File: src/rtl/tristate_bus_receiver_if.sv
// ----------------------------------------------------------------------------
// tristate_bus_receiver_if
//   Bundles the shared-line input and the local-side delivery handshake of
//   tristate_bus_receiver.
//
//   Signals:
//     bus_in     shared tristate line (pull-up idle level 1), async to clk
//     rx_ready   consumer accepts rx_data this cycle
//     rx_data    received payload, stable while rx_valid=1
//     rx_valid   holding register full
//     busy       receiver FSM not idle
//     frame_err  one-cycle pulse: stop bit sampled 0
//     overrun    one-cycle pulse: completed frame dropped, holding reg full
//     parity_err one-cycle pulse: parity mismatch (TRISTATE_BUS_RX_PARITY_EN)
//
//   Modports: slave = receiver side, master = line driver / consumer side.
//   Optional macro: TRISTATE_BUS_RX_PARITY_EN adds parity_err.
// ----------------------------------------------------------------------------
interface tristate_bus_receiver_if #(
    parameter int DATA_WIDTH = 8
);
    logic                  bus_in;
    logic                  rx_ready;
    logic [DATA_WIDTH-1:0] rx_data;
    logic                  rx_valid;
    logic                  busy;
    logic                  frame_err;
    logic                  overrun;
`ifdef TRISTATE_BUS_RX_PARITY_EN
    logic                  parity_err;
`endif

    modport slave (
        input  bus_in,
        input  rx_ready,
        output rx_data,
        output rx_valid,
        output busy,
        output frame_err,
        output overrun
`ifdef TRISTATE_BUS_RX_PARITY_EN
        , output parity_err
`endif
    );

    modport master (
        output bus_in,
        output rx_ready,
        input  rx_data,
        input  rx_valid,
        input  busy,
        input  frame_err,
        input  overrun
`ifdef TRISTATE_BUS_RX_PARITY_EN
        , input parity_err
`endif
    );
endinterface

File: src/rtl/tristate_bus_receiver.sv
// ----------------------------------------------------------------------------
// tristate_bus_receiver
//   Receive endpoint for a single-wire shared line (idle high via pull-up).
//   Synchronizes the line, detects a start bit, deserializes DATA_WIDTH bits
//   LSB first, checks the stop bit and hands each word over through a
//   one-deep valid/ready holding register.
//
//   Ports:
//     clk          receiver clock
//     rst_n        asynchronous active-low reset
//     bus          tristate_bus_receiver_if.slave (line, handshake, status)
//     o_dbg_state  current FSM state encoding, for observation only
//
//   Handshake: a word transfers on every cycle where rx_valid & rx_ready are
//   both 1 at the rising clk edge; rx_data is held stable while rx_valid=1 and
//   rx_valid never drops without a transfer.
//
//   Optional macro: TRISTATE_BUS_RX_PARITY_EN adds an even-parity bit between
//   the data bits and the stop bit, and the parity_err pulse output.
// ----------------------------------------------------------------------------
module tristate_bus_receiver #(
    parameter int DATA_WIDTH   = 8,
    parameter int CLKS_PER_BIT = 16,
    parameter int SYNC_STAGES  = 2
) (
    input  logic                       clk,
    input  logic                       rst_n,
    tristate_bus_receiver_if.slave     bus,
    output logic [2:0]                 o_dbg_state
);
    localparam int CNT_W = $clog2(CLKS_PER_BIT);
    localparam int IDX_W = (DATA_WIDTH > 1) ? $clog2(DATA_WIDTH) : 1;

    localparam logic [CNT_W-1:0] CNT_MID     = CNT_W'(CLKS_PER_BIT / 2 - 1);
    localparam logic [CNT_W-1:0] CNT_LAST    = CNT_W'(CLKS_PER_BIT - 1);
    // Loading this at the start-bit midpoint puts the next CNT_MID exactly
    // one bit period later, i.e. in the middle of data bit 0.
    localparam logic [CNT_W-1:0] CNT_REALIGN = CNT_W'(CLKS_PER_BIT / 2);
    localparam logic [IDX_W-1:0] IDX_LAST    = IDX_W'(DATA_WIDTH - 1);

    typedef enum logic [2:0] {
        S_IDLE      = 3'd0,
        S_START     = 3'd1,
        S_DATA      = 3'd2,
        S_STOP      = 3'd3,
        S_WAIT_HIGH = 3'd4
`ifdef TRISTATE_BUS_RX_PARITY_EN
        , S_PARITY  = 3'd5
`endif
    } state_t;

    state_t                  r_state;
    logic [SYNC_STAGES-1:0]  r_sync;
    logic [CNT_W-1:0]        r_cnt;
    logic [IDX_W-1:0]        r_idx;
    logic [DATA_WIDTH-1:0]   r_shift;
    logic                    r_word_done;
    logic                    r_frame_err;
    logic [DATA_WIDTH-1:0]   r_rx_data;
    logic                    r_rx_valid;
    logic                    r_overrun;
`ifdef TRISTATE_BUS_RX_PARITY_EN
    logic                    r_parity_bit;
    logic                    r_parity_err;
`endif

    logic w_line_s;
    logic w_mid;

    assign w_line_s = r_sync[SYNC_STAGES-1];
    assign w_mid    = (r_cnt == CNT_MID);

    // Synchronizer resets to the idle level so reset release is never seen
    // as a start edge.
    always_ff @(posedge clk or negedge rst_n) begin
        if (!rst_n) begin
            r_sync <= '1;
        end else begin
            r_sync <= {r_sync[SYNC_STAGES-2:0], bus.bus_in};
        end
    end

    always_ff @(posedge clk or negedge rst_n) begin
        if (!rst_n) begin
            r_state     <= S_IDLE;
            r_cnt       <= '0;
            r_idx       <= '0;
            r_shift     <= '0;
            r_word_done <= 1'b0;
            r_frame_err <= 1'b0;
`ifdef TRISTATE_BUS_RX_PARITY_EN
            r_parity_bit <= 1'b0;
            r_parity_err <= 1'b0;
`endif
        end else begin
            r_word_done <= 1'b0;
            r_frame_err <= 1'b0;
`ifdef TRISTATE_BUS_RX_PARITY_EN
            r_parity_err <= 1'b0;
`endif
            r_cnt <= (r_cnt == CNT_LAST) ? '0 : r_cnt + 1'b1;

            case (r_state)
                S_IDLE: begin
                    r_cnt <= '0;
                    r_idx <= '0;
                    if (!w_line_s) begin
                        r_state <= S_START;
                    end
                end
                S_START: begin
                    if (w_mid) begin
                        if (w_line_s) begin
                            r_state <= S_IDLE;       // glitch, not a start bit
                        end else begin
                            r_state <= S_DATA;
                            r_cnt   <= CNT_REALIGN;
                        end
                    end
                end
                S_DATA: begin
                    if (w_mid) begin
                        r_shift[r_idx] <= w_line_s;
                        if (r_idx == IDX_LAST) begin
`ifdef TRISTATE_BUS_RX_PARITY_EN
                            r_state <= S_PARITY;
`else
                            r_state <= S_STOP;
`endif
                        end else begin
                            r_idx <= r_idx + 1'b1;
                        end
                    end
                end
`ifdef TRISTATE_BUS_RX_PARITY_EN
                S_PARITY: begin
                    if (w_mid) begin
                        r_parity_bit <= w_line_s;
                        r_state      <= S_STOP;
                    end
                end
`endif
                S_STOP: begin
                    if (w_mid) begin
                        if (w_line_s) begin
                            r_state <= S_IDLE;
`ifdef TRISTATE_BUS_RX_PARITY_EN
                            if (^{r_shift, r_parity_bit}) begin
                                r_parity_err <= 1'b1;
                            end else begin
                                r_word_done <= 1'b1;
                            end
`else
                            r_word_done <= 1'b1;
`endif
                        end else begin
                            // Framing error wins over parity; word discarded.
                            r_frame_err <= 1'b1;
                            r_state     <= S_WAIT_HIGH;
                        end
                    end
                end
                S_WAIT_HIGH: begin
                    // A line held low (break/contention) must return high
                    // before a new start bit is accepted.
                    if (w_line_s) begin
                        r_state <= S_IDLE;
                    end
                end
                default: r_state <= S_IDLE;
            endcase
        end
    end

    // Holding register: a finished word loads if the register is empty or
    // being drained this same cycle; otherwise it is dropped with overrun.
    always_ff @(posedge clk or negedge rst_n) begin
        if (!rst_n) begin
            r_rx_data  <= '0;
            r_rx_valid <= 1'b0;
            r_overrun  <= 1'b0;
        end else begin
            r_overrun <= 1'b0;
            if (r_word_done) begin
                if (!r_rx_valid || bus.rx_ready) begin
                    r_rx_data  <= r_shift;
                    r_rx_valid <= 1'b1;
                end else begin
                    r_overrun <= 1'b1;
                end
            end else if (r_rx_valid && bus.rx_ready) begin
                r_rx_valid <= 1'b0;
            end
        end
    end

    assign bus.rx_data   = r_rx_data;
    assign bus.rx_valid  = r_rx_valid;
    assign bus.busy      = (r_state != S_IDLE);
    assign bus.frame_err = r_frame_err;
    assign bus.overrun   = r_overrun;
`ifdef TRISTATE_BUS_RX_PARITY_EN
    assign bus.parity_err = r_parity_err;
`endif
    assign o_dbg_state   = r_state;

endmodule
File: src/flat_wrapper.sv
// flat-port wrapper written by rule: the top's interface ports become plain ports
module tristate_bus_receiver_flat 
#(
    parameter int DATA_WIDTH   = 8,
    parameter int CLKS_PER_BIT = 16,
    parameter int SYNC_STAGES  = 2
)
  (clk, rst_n, o_dbg_state, bus_bus_in, bus_rx_ready, bus_rx_data, bus_rx_valid, bus_busy, bus_frame_err, bus_overrun);
  tristate_bus_receiver_if #(.DATA_WIDTH(DATA_WIDTH)) bus_i ();
  input  logic clk;
  input  logic rst_n;
  output logic [2:0] o_dbg_state;
  input wire logic [$bits(bus_i.bus_in)-1:0] bus_bus_in;
  input wire logic [$bits(bus_i.rx_ready)-1:0] bus_rx_ready;
  output wire logic [$bits(bus_i.rx_data)-1:0] bus_rx_data;
  output wire logic [$bits(bus_i.rx_valid)-1:0] bus_rx_valid;
  output wire logic [$bits(bus_i.busy)-1:0] bus_busy;
  output wire logic [$bits(bus_i.frame_err)-1:0] bus_frame_err;
  output wire logic [$bits(bus_i.overrun)-1:0] bus_overrun;
  assign bus_i.bus_in = bus_bus_in;
  assign bus_i.rx_ready = bus_rx_ready;
  assign bus_rx_data = bus_i.rx_data;
  assign bus_rx_valid = bus_i.rx_valid;
  assign bus_busy = bus_i.busy;
  assign bus_frame_err = bus_i.frame_err;
  assign bus_overrun = bus_i.overrun;
  tristate_bus_receiver #(.DATA_WIDTH(DATA_WIDTH), .CLKS_PER_BIT(CLKS_PER_BIT), .SYNC_STAGES(SYNC_STAGES)) u_core (.clk(clk), .rst_n(rst_n), .bus(bus_i), .o_dbg_state(o_dbg_state));
endmodule
File: config.mk
export PLATFORM = sky130hd
export DESIGN_NAME = tristate_bus_receiver_flat
export DESIGN_NICKNAME = d
export VERILOG_FILES = /design/src/rtl/tristate_bus_receiver_if.sv /design/src/rtl/tristate_bus_receiver.sv /design/src/flat_wrapper.sv
export SDC_FILE = /design/constraint.sdc
export NUM_CORES = 1
export LEC_CHECK = 0
export BUFFER_PORTS_ARGS = -buffer_cell sky130_fd_sc_hd__buf_2
export CORE_MARGIN = 2
export CORE_UTILIZATION = 55
export DETAILED_ROUTE_END_ITERATION = 16
export GPL_ROUTABILITY_DRIVEN = 0
export PLACE_DENSITY = 0.86
export SLEW_MARGIN = 15
export SYNTH_ARGS = -nofsm -noshare
export SYNTH_HDL_FRONTEND = slang
export SYNTH_SLANG_ARGS = --single-unit
File: constraint.sdc
create_clock -name clk -period 2.1 [get_ports clk]
set_input_delay 0.21 -clock clk [delete_from_list [all_inputs] [get_ports clk]]
set_output_delay 0.21 -clock clk [all_outputs]
set_load 0.05 [all_outputs]
# Yosys cells after proc, flatten, opt, wreduce, memory -nomap -nowiden
# Cells that the tools add are included.
# totals
reg_bits	32
inputBits	4
output_inout_bits	15
elab_cells	72
# op_classes
addsub	2
magnitude_cmp	2
eq_ne	15
n_mux	30
n_reduce_logical	13
# ops
cell	n
$mux W3	9
$pmux W3 S5	1
$mux W1	12
$mux W4	3
$ne A2 B1 Y1 const B	5
$bwmux W8	1
$pmux W4 S2	1
$eq A3 B2 Y1 const B	2
$eq A3 B3 Y1 const B	2
$ne A2 B2 Y1 const B	3
$pmux W3 S2	1
$reduce_and A2 Y1	3
$reduce_and A6 Y1	1
$add A4 B1 Y4 const B	1
$eq A4 B3 Y1 const B	1
$eq A4 B4 Y1 const B	1
$lt A3 B4 Y1 const B	1
$reduce_bool A2 Y1	2
$add A3 B1 Y3 const B	1
$demux W1 S3	1
$eq A3 B1 Y1 const B	1
$ge A3 B1 Y1 const B	1
$logic_not A3 Y1	1
$reduce_and A3 Y1	1
5 further kinds	6

# Depth between registers and ports, before layout
# logic_depth
word_depth	5
ltp_mapped	6

# Least setup slack after synthesis
# Ideal clock, no wire load.
# synth_timing
path_kind	register to register
start	register u_core.r_state[1] (netlist: u_core.o_dbg_state[1])
end	register u_core.r_cnt[3]
setup_time_ns	0.133
arrival_ns	1.698
required_time_ns	1.967
path_slack_ns	0.270
stages_incl_launch_ff	6
cell_sequence	dfrtp_1 > buf_2 > nor3_1 > inv_1 > o211ai_1 > o41ai_1
# synth_via
elab_chain_len	2
# synth_lines
item	line	rtl
from (decl)	tristate_bus_receiver.sv:52	state_t r_state;
from (signal assigned)	tristate_bus_receiver.sv:85	r_state <= S_IDLE;
from (signal assigned)	tristate_bus_receiver.sv:108	r_state <= S_START;
from (signal assigned)	tristate_bus_receiver.sv:114	r_state <= S_IDLE;
$eq A3 B1 Y1 or $logic_not A3 Y1 (tied branches)	tristate_bus_receiver.sv:103	case (r_state)
$pmux W4 S2 (*)	tristate_bus_receiver.sv:103	
to (signal assigned)	tristate_bus_receiver.sv:101	r_cnt <= (r_cnt == CNT_LAST) ? '0 : r_cnt + 1'b1;
to (decl)	tristate_bus_receiver.sv:54	logic [CNT_W-1:0] r_cnt;
# Mark *: on every way between the ends. The rest lies on a longest branch, timed or not.
# A chain may end at the register's enable or synchronous reset.

# Worst setup path after layout
# layout_timing
start	register u_core.r_state[1] (netlist: u_core.o_dbg_state[1])
end	output bus_busy
# layout_via
elab_chain_len	1
# layout_lines
item	line	rtl
$reduce_bool A3 Y1	tristate_bus_receiver.sv:199	assign bus.busy = (r_state != S_IDLE);
to (decl)	flat_wrapper.sv:17	output wire logic [$bits(bus_i.busy)-1:0] bus_busy;
# No other way between the ends.

==> metrics.md <==
| Metric | Value |
|---|---|
| Startpoint types | flop |
| Sequential share of power | 52.3% |
| Max Slew Vio Count | 0 |
| Area Overhead vs Synth | 10.70% |
| Status | completed |
| CP Class | flop to output port |
| Nets | 138 |
| CP endpoint kind | output port |
| Top post-synthesis cells by count | dfrtp_1 (30), mux2_2 (12), nor2_1 (8) |
| Register area share after synthesis | 56.32% |
| CTS tree | built |
| RSZ-0062 raised after global routing | false |
| Combinational fraction of design power | between 20% and 30% |
| Final hold vios | 0 |
| Leakage Power | slightly above 0.0008 uW |
| CP arrival | 1.63 ns |
| Routed wire length | about 2.2 mm |
| Maximum vdd ir drop | 684.6 uV |
| Initial core utilization | 57.58% |
| Fmax | 0.5446 GHz |
| Layout cells sized above 1 | approximately a third |
| Slowest CP cell | dfrtp_1 |
| Met1 usage | 22.78% |
| Internal power | 1006 uW |
| Crit path cell chain | nor3_1 > inv_1 > buf_2 |
| Worst-path clk slew | 0.08 ns |
| Most frequent cell after synthesis | dfrtp_1 |
| Pre-CTS setup slack | roughly 0.3 ns |
| Post-synth net total | about 120 |
| EDFF count, synth | 0 |
| Asr flop ratio synth | 100.0% |
| Worst-Margin Slew | 0.6714 ns |
| DIE AREA | 0.003017 sq mm |
| Synth area leader | dfrtp_1 |
| Power density over the cells | 962.1 mW/mm^2 |
| Clock buffer count from CTS | 5 |
| Fillers | 210 |
| Final Cycle Share | 87.44% |
| Mean post-synth cell area | 12.97 sq um |
| Setup violations, final | 0 |
| Num rows | 18 |
| Clock power share | 22.8% |
| Setup TNS | 0 ns |
| Skew final | 0.005968 ns |
| CP max stage delay | 0.50 ns |
| I/O pins | 19 |
| Clock Tree Root | clkbuf_4 |
| DR iter-0 viols | 14 |
| DRC viols | 0 |
| First-pass GRT wire length | 3.788 mm |
| Port Buffers | 18 |
| Synthesized flop and latch total | 32 |
| Yosys top cell area share | 52.63% |
| Core area | 0.002477 sq mm |
| Total GRT Usage | 18.24% |
| R2R depth | 5 |
| Slew margin rel. | 55.24% |
| H-tree depth | 2 |
| Worst hold path type | input pin to flop |
| DRT Pass-1 Iters | 4 |
| Grt total ovfl | 0 |
| Crit path time final | 1.836 ns |
| Worst-Skew Late Latency | 0.31 ns |
| GR peak layer | met2 |
| Chip Height | 54.93 microns |
| Synth area leaders | dfrtp_1 (53%), mux2_2 (9.5%), dfstp_2 (3.7%), ha_1 (2.6%), nand3_1 (2.5%) |
| Antenna violations before repair | 0 |
| Die Width | about 55 microns |
| Synth cell types | 36 |
| Vias per cell | 5.747 |
| Largest net degree at the start of global routing | 33 |
| Max cap viols | 0 |
| WL/cell | 13.62 microns |
| Vias in the first global route | about 860 |
| ANT nets after route | 0 |
| Critical path peak fanout | 12 |
| CTS Buffer Depth | 2 |
| WHS Path Cells | 3 |
| Via count | 931 |
| Final HPWL DP | ~1.6 mm |
| Clk sinks | 32 |
| GRT met2 Usage | approximately 29% |
| Post-Synthesis Cells | 110 |
| Critical Path RT | 1.89 ns |
| Syn Std Cell Area | ~0.0014 sq mm |
| Sw frac | 33.75% |
| Sw power | 512.7 uW |
| Ant. Diodes | 0 |
| Yosys warns | 0 |
| Final WS setup | 0.2637 ns |
| GR met3 Demand/Resource | under 10% |
| Top_reg_cell synth | dfrtp_1 |
[per-stage QoR]
stage	cell area [sq um]	instances	utilization, %	hold slack [ns]	power (uW)
final	1579	162	63.74	0.1840	1519
after floorplan	1426	110	-	-0.08559	1124
after CTS	1579	162	63.74	0.1717	1539
after detailed placement	1500	152	60.56	0.2873	1181
after global routing	1579	162	63.74	0.1663	1635
after global placement	1500	152	60.56	0.2739	1161
[routing by layer]
layer	share of wire [%]	vias up
li1	-	436
met1	42	460
met2	51	31
met3	6.5	4
met4	0.45	0
met5	0	-
[cell type report]
class	instances	area (sq um)	area share, %
well taps	30	37.54	2.377
inverters	4	15.01	0.9509
flip-flops and latches	32	803.3	50.87
multi-input cells	68	554.3	35.10
repair buffers	20	110.1	6.973
clock buffers	8	58.81	3.724
[power groups by stage]
stage	Clock [uW]	Combinational (uW)	Sequential, uW
5_1_grt	405	417	814
6_report	347	378	794
2_1_floorplan	0	301	823
4_1_cts	364	381	794
3_3_place_gp	0	362	799
3_5_place_dp	0	375	806
[worst paths after layout]
kind | from | to | slack [ns]
worst max-delay path | u_core.o_dbg_state[1]$_DFFE_PN0P_ | bus_busy | 0.26
worst min-delay path | bus_rx_ready | u_core.bus.overrun$_DFF_PN0_ | 0.18
worst max register to register | u_core.r_idx[0]$_DFFE_PN0P_ | u_core.r_idx[0]$_DFFE_PN0P_ | 0.29
worst min register to register | u_core.r_sync[0]$_DFF_PN1_ | u_core.r_sync[1]$_DFF_PN1_ | 0.37
max in group asynchronous | rst_n | u_core.bus.rx_valid$_DFFE_PN0P_ | 1.20
min in group asynchronous | rst_n | u_core.bus.rx_data[4]$_DFFE_PN0P_ | 0.46
[sequential cells by signal (all words and copies together), names as in the netlist]
signal and count:
u_core.r_idx 3, u_core.bus.rx_data 8, u_core.r_sync 2, u_core.r_cnt 4, u_core.r_word_done 1, u_core.bus.frame_err 1
u_core.r_shift 8, u_core.bus.rx_valid 1, u_core.bus.overrun 1, u_core.o_dbg_state 3
[kinds of logic (layout without fill, tap and decap cells)]
kind of cell             Yosys count  after routing  synth area share, %
AO/OA/AOI/OAI                     14             14                7.457
AND/OR/NAND/NOR                   33             33                14.21
multiplexers                      17             17                13.95
buffers and inverters             10             32                4.823
XOR/XNOR                           1              1               0.6141
flip-flops                        32             32                56.32
adder cells (fa/ha/maj)            3              3                2.632
[repair_timing]
action                    CTS  global route
hold endpoints to repair   31             0
resized for setup           0             0
hold buffers                2             0
buffers inserted            0             0
[cell usage in the layout (no fill, tap or decap), drive strengths merged, types with 2 or more instances in the layout]
cell,count
nand3,7
nor2,8
nor2b,2
buf,18
dfrtp,30
a22o,2
mux2,17
nand2,4
clkbuf,8
ha,3
dfstp,2
a21oi,4
dlygate4sd3,2
nor3,3
inv,4
nand4,2
[worst max-delay path, delay by kind of cell (launching register included)]
kind / cells / cell delay [ns]
DFF: 1 / 0.50
and+or+nand+nor: 1 / 0.44
buffers and inverters: 2 / 0.38
(Power assumes the default switching activity.)
